--- src/rtl/hazard_scoreboard_pkg.sv ---
// rtl/hazard_scoreboard_pkg.sv - shared types and helpers for the decode hazard unit
package hazard_scoreboard_pkg;

    localparam int NUM_ARCH_REGS = 32;

    typedef enum logic [2:0] {
        NONE        = 3'd0,
        FWD_NOT_RDY = 3'd1,
        RAW_LL      = 3'd2,
        WAW_LL      = 3'd3,
        LL_FULL     = 3'd4
    } stall_cause_t;

    // True when a valid producer targets the given register index
    function automatic logic reg_hit(input logic valid, input logic [4:0] idx, input logic [4:0] rs);
        return valid && (idx == rs);
    endfunction

endpackage

--- src/rtl/hazard_scoreboard_fwd_mux.sv ---
// rtl/hazard_scoreboard_fwd_mux.sv - one read port's operand select and not-ready flag
module hazard_scoreboard_fwd_mux #(
    parameter int XLEN    = 32,
    parameter int NUM_FWD = 3
) (
    input  logic [4:0]              rs,
    input  logic                    used,
    input  logic [XLEN-1:0]         rf_v,
    input  logic                    ll_wb_valid,
    input  logic [4:0]              ll_wb_rd,
    input  logic [XLEN-1:0]         ll_wb_v,
    input  logic [NUM_FWD-1:0]      fwd_valid,
    input  logic [NUM_FWD-1:0]      fwd_rd_we,
    input  logic [NUM_FWD*5-1:0]    fwd_rd_s,
    input  logic [NUM_FWD*XLEN-1:0] fwd_rd_v,
    input  logic [NUM_FWD-1:0]      fwd_data_rdy,
    output logic [XLEN-1:0]         v,
    output logic                    not_rdy
);
    import hazard_scoreboard_pkg::*;

    logic hit;

    // First match wins: LL writeback, then youngest-to-oldest pipeline stage, else regfile
    always_comb begin
        v       = rf_v;
        not_rdy = 1'b0;
        hit     = 1'b0;
        if (used && rs != 5'd0) begin
            if (reg_hit(ll_wb_valid, ll_wb_rd, rs)) begin
                v   = ll_wb_v;
                hit = 1'b1;
            end
            for (int i = 0; i < NUM_FWD; i++) begin
                if (!hit && reg_hit(fwd_valid[i] && fwd_rd_we[i], fwd_rd_s[i*5 +: 5], rs)) begin
                    hit     = 1'b1;
                    v       = fwd_rd_v[i*XLEN +: XLEN];
                    not_rdy = !fwd_data_rdy[i];
                end
            end
        end
    end

endmodule

--- src/rtl/hazard_scoreboard.sv ---
// rtl/hazard_scoreboard.sv - decode-stage forwarding, hazard detection and LL scoreboard
module hazard_scoreboard #(
    parameter int XLEN            = 32,
    parameter int NUM_RD_PORTS    = 2,
    parameter int NUM_FWD         = 3,
    parameter int MAX_LL_INFLIGHT = 2,
    parameter int CNT_W           = 32,
    localparam int IW             = $clog2(MAX_LL_INFLIGHT + 1)
) (
    input  logic                         clk_i,
    input  logic                         rst_ni,
    input  logic                         flush_i,
    input  logic                         id_valid_i,
    input  logic [NUM_RD_PORTS*5-1:0]    id_rs_s_i,
    input  logic [NUM_RD_PORTS-1:0]      id_rs_used_i,
    input  logic [NUM_RD_PORTS*XLEN-1:0] id_rf_v_i,
    input  logic [4:0]                   id_rd_s_i,
    input  logic                         id_rd_we_i,
    input  logic                         id_is_ll_i,
    input  logic                         ex_ready_i,
    input  logic [NUM_FWD-1:0]           fwd_valid_i,
    input  logic [NUM_FWD-1:0]           fwd_rd_we_i,
    input  logic [NUM_FWD*5-1:0]         fwd_rd_s_i,
    input  logic [NUM_FWD*XLEN-1:0]      fwd_rd_v_i,
    input  logic [NUM_FWD-1:0]           fwd_data_rdy_i,
    input  logic                         ll_wb_valid_i,
    input  logic [4:0]                   ll_wb_rd_s_i,
    input  logic [XLEN-1:0]              ll_wb_v_i,
    output logic [NUM_RD_PORTS*XLEN-1:0] rs_v_o,
    output logic                         stall_o,
    output logic [2:0]                   stall_cause_o,
    output logic                         issue_o,
    output logic [31:0]                  ll_pending_o,
    output logic [IW-1:0]                ll_inflight_o,
    output logic [CNT_W-1:0]             stall_cycles_o
);
    import hazard_scoreboard_pkg::*;

    localparam logic [IW-1:0] MAX_CNT = IW'(MAX_LL_INFLIGHT);

    logic [NUM_ARCH_REGS-1:0] pend;
    logic [IW-1:0]            inflight;
    logic [CNT_W-1:0]         stall_cycles;
    logic [NUM_RD_PORTS-1:0]  not_rdy;
    logic                     raw_hit;
    logic                     waw_hit;
    logic                     full_hit;
    logic                     ll_issue;
    stall_cause_t             cause;

    genvar p;
    generate
        for (p = 0; p < NUM_RD_PORTS; p++) begin : g_port
            hazard_scoreboard_fwd_mux #(
                .XLEN    (XLEN),
                .NUM_FWD (NUM_FWD)
            ) u_fwd_mux (
                .rs           (id_rs_s_i[p*5 +: 5]),
                .used         (id_rs_used_i[p]),
                .rf_v         (id_rf_v_i[p*XLEN +: XLEN]),
                .ll_wb_valid  (ll_wb_valid_i),
                .ll_wb_rd     (ll_wb_rd_s_i),
                .ll_wb_v      (ll_wb_v_i),
                .fwd_valid    (fwd_valid_i),
                .fwd_rd_we    (fwd_rd_we_i),
                .fwd_rd_s     (fwd_rd_s_i),
                .fwd_rd_v     (fwd_rd_v_i),
                .fwd_data_rdy (fwd_data_rdy_i),
                .v            (rs_v_o[p*XLEN +: XLEN]),
                .not_rdy      (not_rdy[p])
            );
        end
    endgenerate

    // A used source still owned by an LL op stalls unless that op writes back this cycle
    always_comb begin
        raw_hit = 1'b0;
        for (int i = 0; i < NUM_RD_PORTS; i++) begin
            if (id_rs_used_i[i] && id_rs_s_i[i*5 +: 5] != 5'd0 && pend[id_rs_s_i[i*5 +: 5]]
                && !reg_hit(ll_wb_valid_i, ll_wb_rd_s_i, id_rs_s_i[i*5 +: 5])) begin
                raw_hit = 1'b1;
            end
        end
    end

    assign waw_hit  = id_rd_we_i && id_rd_s_i != 5'd0 && pend[id_rd_s_i]
                      && !reg_hit(ll_wb_valid_i, ll_wb_rd_s_i, id_rd_s_i);
    assign full_hit = id_is_ll_i && inflight == MAX_CNT && !ll_wb_valid_i;

    // Report the highest-priority stall reason
    always_comb begin
        cause = NONE;
        if (|not_rdy)      cause = FWD_NOT_RDY;
        else if (raw_hit)  cause = RAW_LL;
        else if (waw_hit)  cause = WAW_LL;
        else if (full_hit) cause = LL_FULL;
    end

    assign stall_cause_o  = cause;
    assign stall_o        = id_valid_i && !flush_i && cause != NONE;
    assign issue_o        = id_valid_i && !flush_i && !stall_o && ex_ready_i;
    assign ll_issue       = issue_o && id_is_ll_i;
    assign ll_pending_o   = pend;
    assign ll_inflight_o  = inflight;
    assign stall_cycles_o = stall_cycles;

    // Scoreboard: writeback clears, LL issue sets; the set is applied last so it wins on a tie
    always_ff @(posedge clk_i or negedge rst_ni) begin
        if (!rst_ni) begin
            pend     <= '0;
            inflight <= '0;
        end else begin
            if (ll_wb_valid_i) pend[ll_wb_rd_s_i] <= 1'b0;
            if (ll_issue && id_rd_we_i && id_rd_s_i != 5'd0) pend[id_rd_s_i] <= 1'b1;
            if (ll_issue && !ll_wb_valid_i)      inflight <= inflight + IW'(1);
            else if (!ll_issue && ll_wb_valid_i) inflight <= inflight - IW'(1);
        end
    end

    // Saturating count of cycles spent holding decode
    always_ff @(posedge clk_i or negedge rst_ni) begin
        if (!rst_ni)                              stall_cycles <= '0;
        else if (stall_o && stall_cycles != '1)   stall_cycles <= stall_cycles + CNT_W'(1);
    end

    // Writebacks to x0 come from LL ops without a tracked destination
    a_wb_pending: assert property (@(posedge clk_i) disable iff (!rst_ni)
        (ll_wb_valid_i && ll_wb_rd_s_i != 5'd0) |-> pend[ll_wb_rd_s_i]);
    a_no_underflow: assert property (@(posedge clk_i) disable iff (!rst_ni)
        ll_wb_valid_i |-> inflight != '0);
    a_no_overissue: assert property (@(posedge clk_i) disable iff (!rst_ni)
        (ll_issue && !ll_wb_valid_i) |-> inflight != MAX_CNT);

endmodule

--- config.mk ---
export PLATFORM = sky130hd
export DESIGN_NAME = hazard_scoreboard
export DESIGN_NICKNAME = d
export VERILOG_FILES = /design/src/rtl/hazard_scoreboard_pkg.sv /design/src/rtl/hazard_scoreboard_fwd_mux.sv /design/src/rtl/hazard_scoreboard.sv
export SDC_FILE = /design/constraint.sdc
export NUM_CORES = 1
export LEC_CHECK = 0
export CAP_MARGIN = 15
export CORE_AREA = 2 2 149 151
export DETAILED_ROUTE_END_ITERATION = 8
export DIE_AREA = 0 0 151 153
export GPL_TIMING_DRIVEN = 0
export PLACE_DENSITY = 0.74
export SYNTH_ARGS = -nofsm -noshare
export SYNTH_HDL_FRONTEND = slang
export SYNTH_SLANG_ARGS = --single-unit
--- constraint.sdc ---
create_clock -name clk_i -period 8.7 [get_ports clk_i]
set_input_delay 1.74 -clock clk_i [delete_from_list [all_inputs] [get_ports clk_i]]
set_output_delay 1.74 -clock clk_i [all_outputs]
set_load 0.1 [all_outputs]
==> summary.md <==
| Metric | Value |
|---|---|
| Min cycle time layout | `8.06 ns` |
| Critical path arrival | `between 6 and 7 ns` |
| Worst path required time | `6.96 ns` |
| Ports | `381` |
| Routed vias/inst | `5.94` |
| IR drop worst, VDD | `253 uV` |
| Routed wire per std cell | `24.2 microns` |
| Routed wire length | `40500 microns` |
| Post-Syn Instances | `1003` |
| First-pass detailed-route iteration total | `5` |
| Port Buffers | `368` |
| Min-delay worst type | `flip-flop to flip-flop` |
| Post-layout util | `0.575` |
| Worst-Skew Late Latency | `0.34 ns` |
| Layout Nets | `1630` |
| Die height | `153 microns` |
| HPWL after detailed placement | `~31000 microns` |
| Leading cell types in the layout, fill and taps excluded | `367 x clkdlybuf4s50_1, 128 x o21ai_0, 117 x mux2i_1, 84 x nor2_1, 80 x nand2_1` |
| GRT overflow | `0` |
| Slew @ Worst Pin | `about 1.2 ns` |
| Syn avg cell area | `7.96 sq um` |
| Place WS | `roughly 0.82 ns` |
| Crit share post-route | `0.927` |
| Max stage delay on crit path | `1.30 ns` |
| DRC | `0` |
| Post-CTS Resized | `0` |
| Vias | `a little under 10000` |
| Finish-stage setup viols | `0` |
| First-pass GRT wire length | `60500 microns` |
| Syn Nets | `1251` |
| Num CTS Buffers | `9` |
| Clock transition at path regs | `0.06 ns` |
| Post-DRT Antenna Nets | `0` |
| Seq cells post-synth | `66` |
| Vias in the first global route | `9798` |
| Critical-path maximum fanout | `10` |
| Fillers | `2019` |
| Hold Vio Cnt, Final | `0` |
| Max Freq | `124 MHz` |
| Worst setup EP type | `output pin` |
| Gr usage total | `0.340` |
| Pwr/cell area | `133 nW/um^2` |
| Max-slew headroom | `0.171` |
| Syn. warnings | `0` |
| Die ar. | `23100 sq um` |
| Maxcap violations | `0` |
| Crit path max-delay cell type | `clkdlybuf4s50_1` |
| TritonCTS Sinks | `66` |
| CORE AREA | `21500 sq um` |
| Most common cell after layout, fill and taps aside | `clkdlybuf4s50_1` |
| Cell chain of the critical path | `clkdlybuf4s50_1, buf_2, xnor2_1, nand4_1, nor3_1, clkbuf_1, clkbuf_1, nand2_1, o21ai_0, mux2i_1, o21ai_0, mux2_2, clkdlybuf4s50_1` |
| Final setup TNS | `0 ns` |
| Layout cells sized above 1 | `0.0822` |
| H-tree lvl count | `3` |
| Placed cell count | `approximately 1700` |
| Status | `finished clean` |
| Synth-to-layout area growth | `54.7%` |
| Leak | `4.90 nW` |
| Clock Tree Root | `clkbuf_16` |
| Top_reg_cell synth | `dfrtp_1` |
| CP bufs+invs | `5` |
| CP Class | `input pin to output pin` |
| Seq/Total Area, Yosys | `0.207` |
| Ys async rst share | `1.00` |
| CTS tree | `done` |
| Syn Std Cell Area | `7990 sq um` |
| Setup repair after global routing missed its margin | `no` |
| Routability congestion estimate | `0.977` |
| Largest net degree at the start of global routing | `67` |
| Type of origin of the critical path | `input pin` |
| EDFF count, synth | `0` |
| Max clock buf depth | `2` |
| Pwr Total | `1.65 mW` |
| Initial core utilization | `0.372` |
| Antenna violations before repair | `7` |
| Die Wd | `151 microns` |
| Synth unique cells | `60` |
| CP top delay family | `buffers and inverters` |
| Row cnt | `54` |
| Fin. max-slew vios | `0` |
| Post-CTS setup repair buffer count | `0` |
| DRT iter0 DRCs | `~1100` |
| Cts hold-fix bufs | `0` |
| Final Non-Filler Cells | `1672` |
| Clk_skew | `0.00580 ns` |
| Setup WS post-layout | `~0.64 ns` |
## layer usage
metal | GRT usage | part of all wire | vias up
li1 | - | - | 4461
met5 | 0 | 0.00067 | -
met1 | 0.434 | 0.39 | 4761
met2 | 0.537 | 0.45 | 606
met3 | 0.104 | 0.11 | 104
met4 | 0.129 | 0.042 | 4
## final timing paths
check / depth (start not counted) / endpoint / slack [ns] / from
setup / recovery: 13 / rs_v_o[6] / 0.64 / id_rs_s_i[0]
hold / removal: 1 / stall_cycles_o[27] / 0.49 / stall_cycles_o[27]
setup reg to reg: 8 / stall_cycles_o[1] / 5.43 / stall_cycles_o[0]
hold reg to reg: 1 / stall_cycles_o[27] / 0.49 / stall_cycles_o[27]
max in group asynchronous: 1 / stall_cycles_o[13] / 6.65 / rst_ni
min in group asynchronous: 1 / stall_cycles_o[26] / 1.51 / rst_ni
## flip-flops by register name (all words and copies together), names as in the netlist
signal	flops
ll_inflight_o	2
ll_pending_o	32
stall_cycles_o	32
## Yosys cell counts, drive strengths merged (28+ instances only)
cell	instances	area, sq um
nor2	85	322
xor2	51	447
mux2	36	405
o21ai	129	646
xnor2	28	245
a211oi	68	510
nand3	31	155
mux2i	117	1170
a21o	32	240
dfrtp	66	1650
nand2	80	300
clkbuf	57	214
a21oi	35	175
## per-stage QoR
step / hold slack (ns) / instance area (sq um)
2_1_floorplan: 1.02 / 7990
3_3_place_gp: 0.471 / 12000
3_5_place_dp: 0.478 / 12000
4_1_cts: 0.493 / 12300
5_1_grt: 0.520 / 12400
6_report: 0.493 / 12400
## report_power, final
group / switching, mW / leakage, nW / total (mW) / internal (mW)
Sequential: 0.0325 / 0.893 / 0.363 / 0.331
Combinational: 0.602 / 3.85 / 0.884 / 0.282
Clock: 0.139 / 0.157 / 0.399 / 0.261
## kinds of logic after synthesis
logic type | count (synthesis) | share of synthesized area
AO/OA/AOI/OAI | 288 | 0.225
multiplexers | 164 | 0.228
flip-flops | 66 | 0.207
buffers and inverters | 91 | 0.0470
AND/OR/NAND/NOR | 313 | 0.203
adder cells (fa/ha/maj) | 2 | 0.00313
XOR/XNOR | 79 | 0.0866
## area by class of cell
type / instances / area, sq um / share of cell area
tap: 280 / 350 / 0.0283
multi-input combinational: 846 / 5960 / 0.482
clock buffer: 11 / 243 / 0.0196
antenna: 5 / 12.5 / 0.00101
inverter: 7 / 26.3 / 0.00213
sequential: 66 / 1650 / 0.134
clock inverter: 5 / 85.1 / 0.00688
timing repair buffer: 368 / 3680 / 0.298
buffer: 84 / 349 / 0.0282
(Power assumes the default switching activity.)
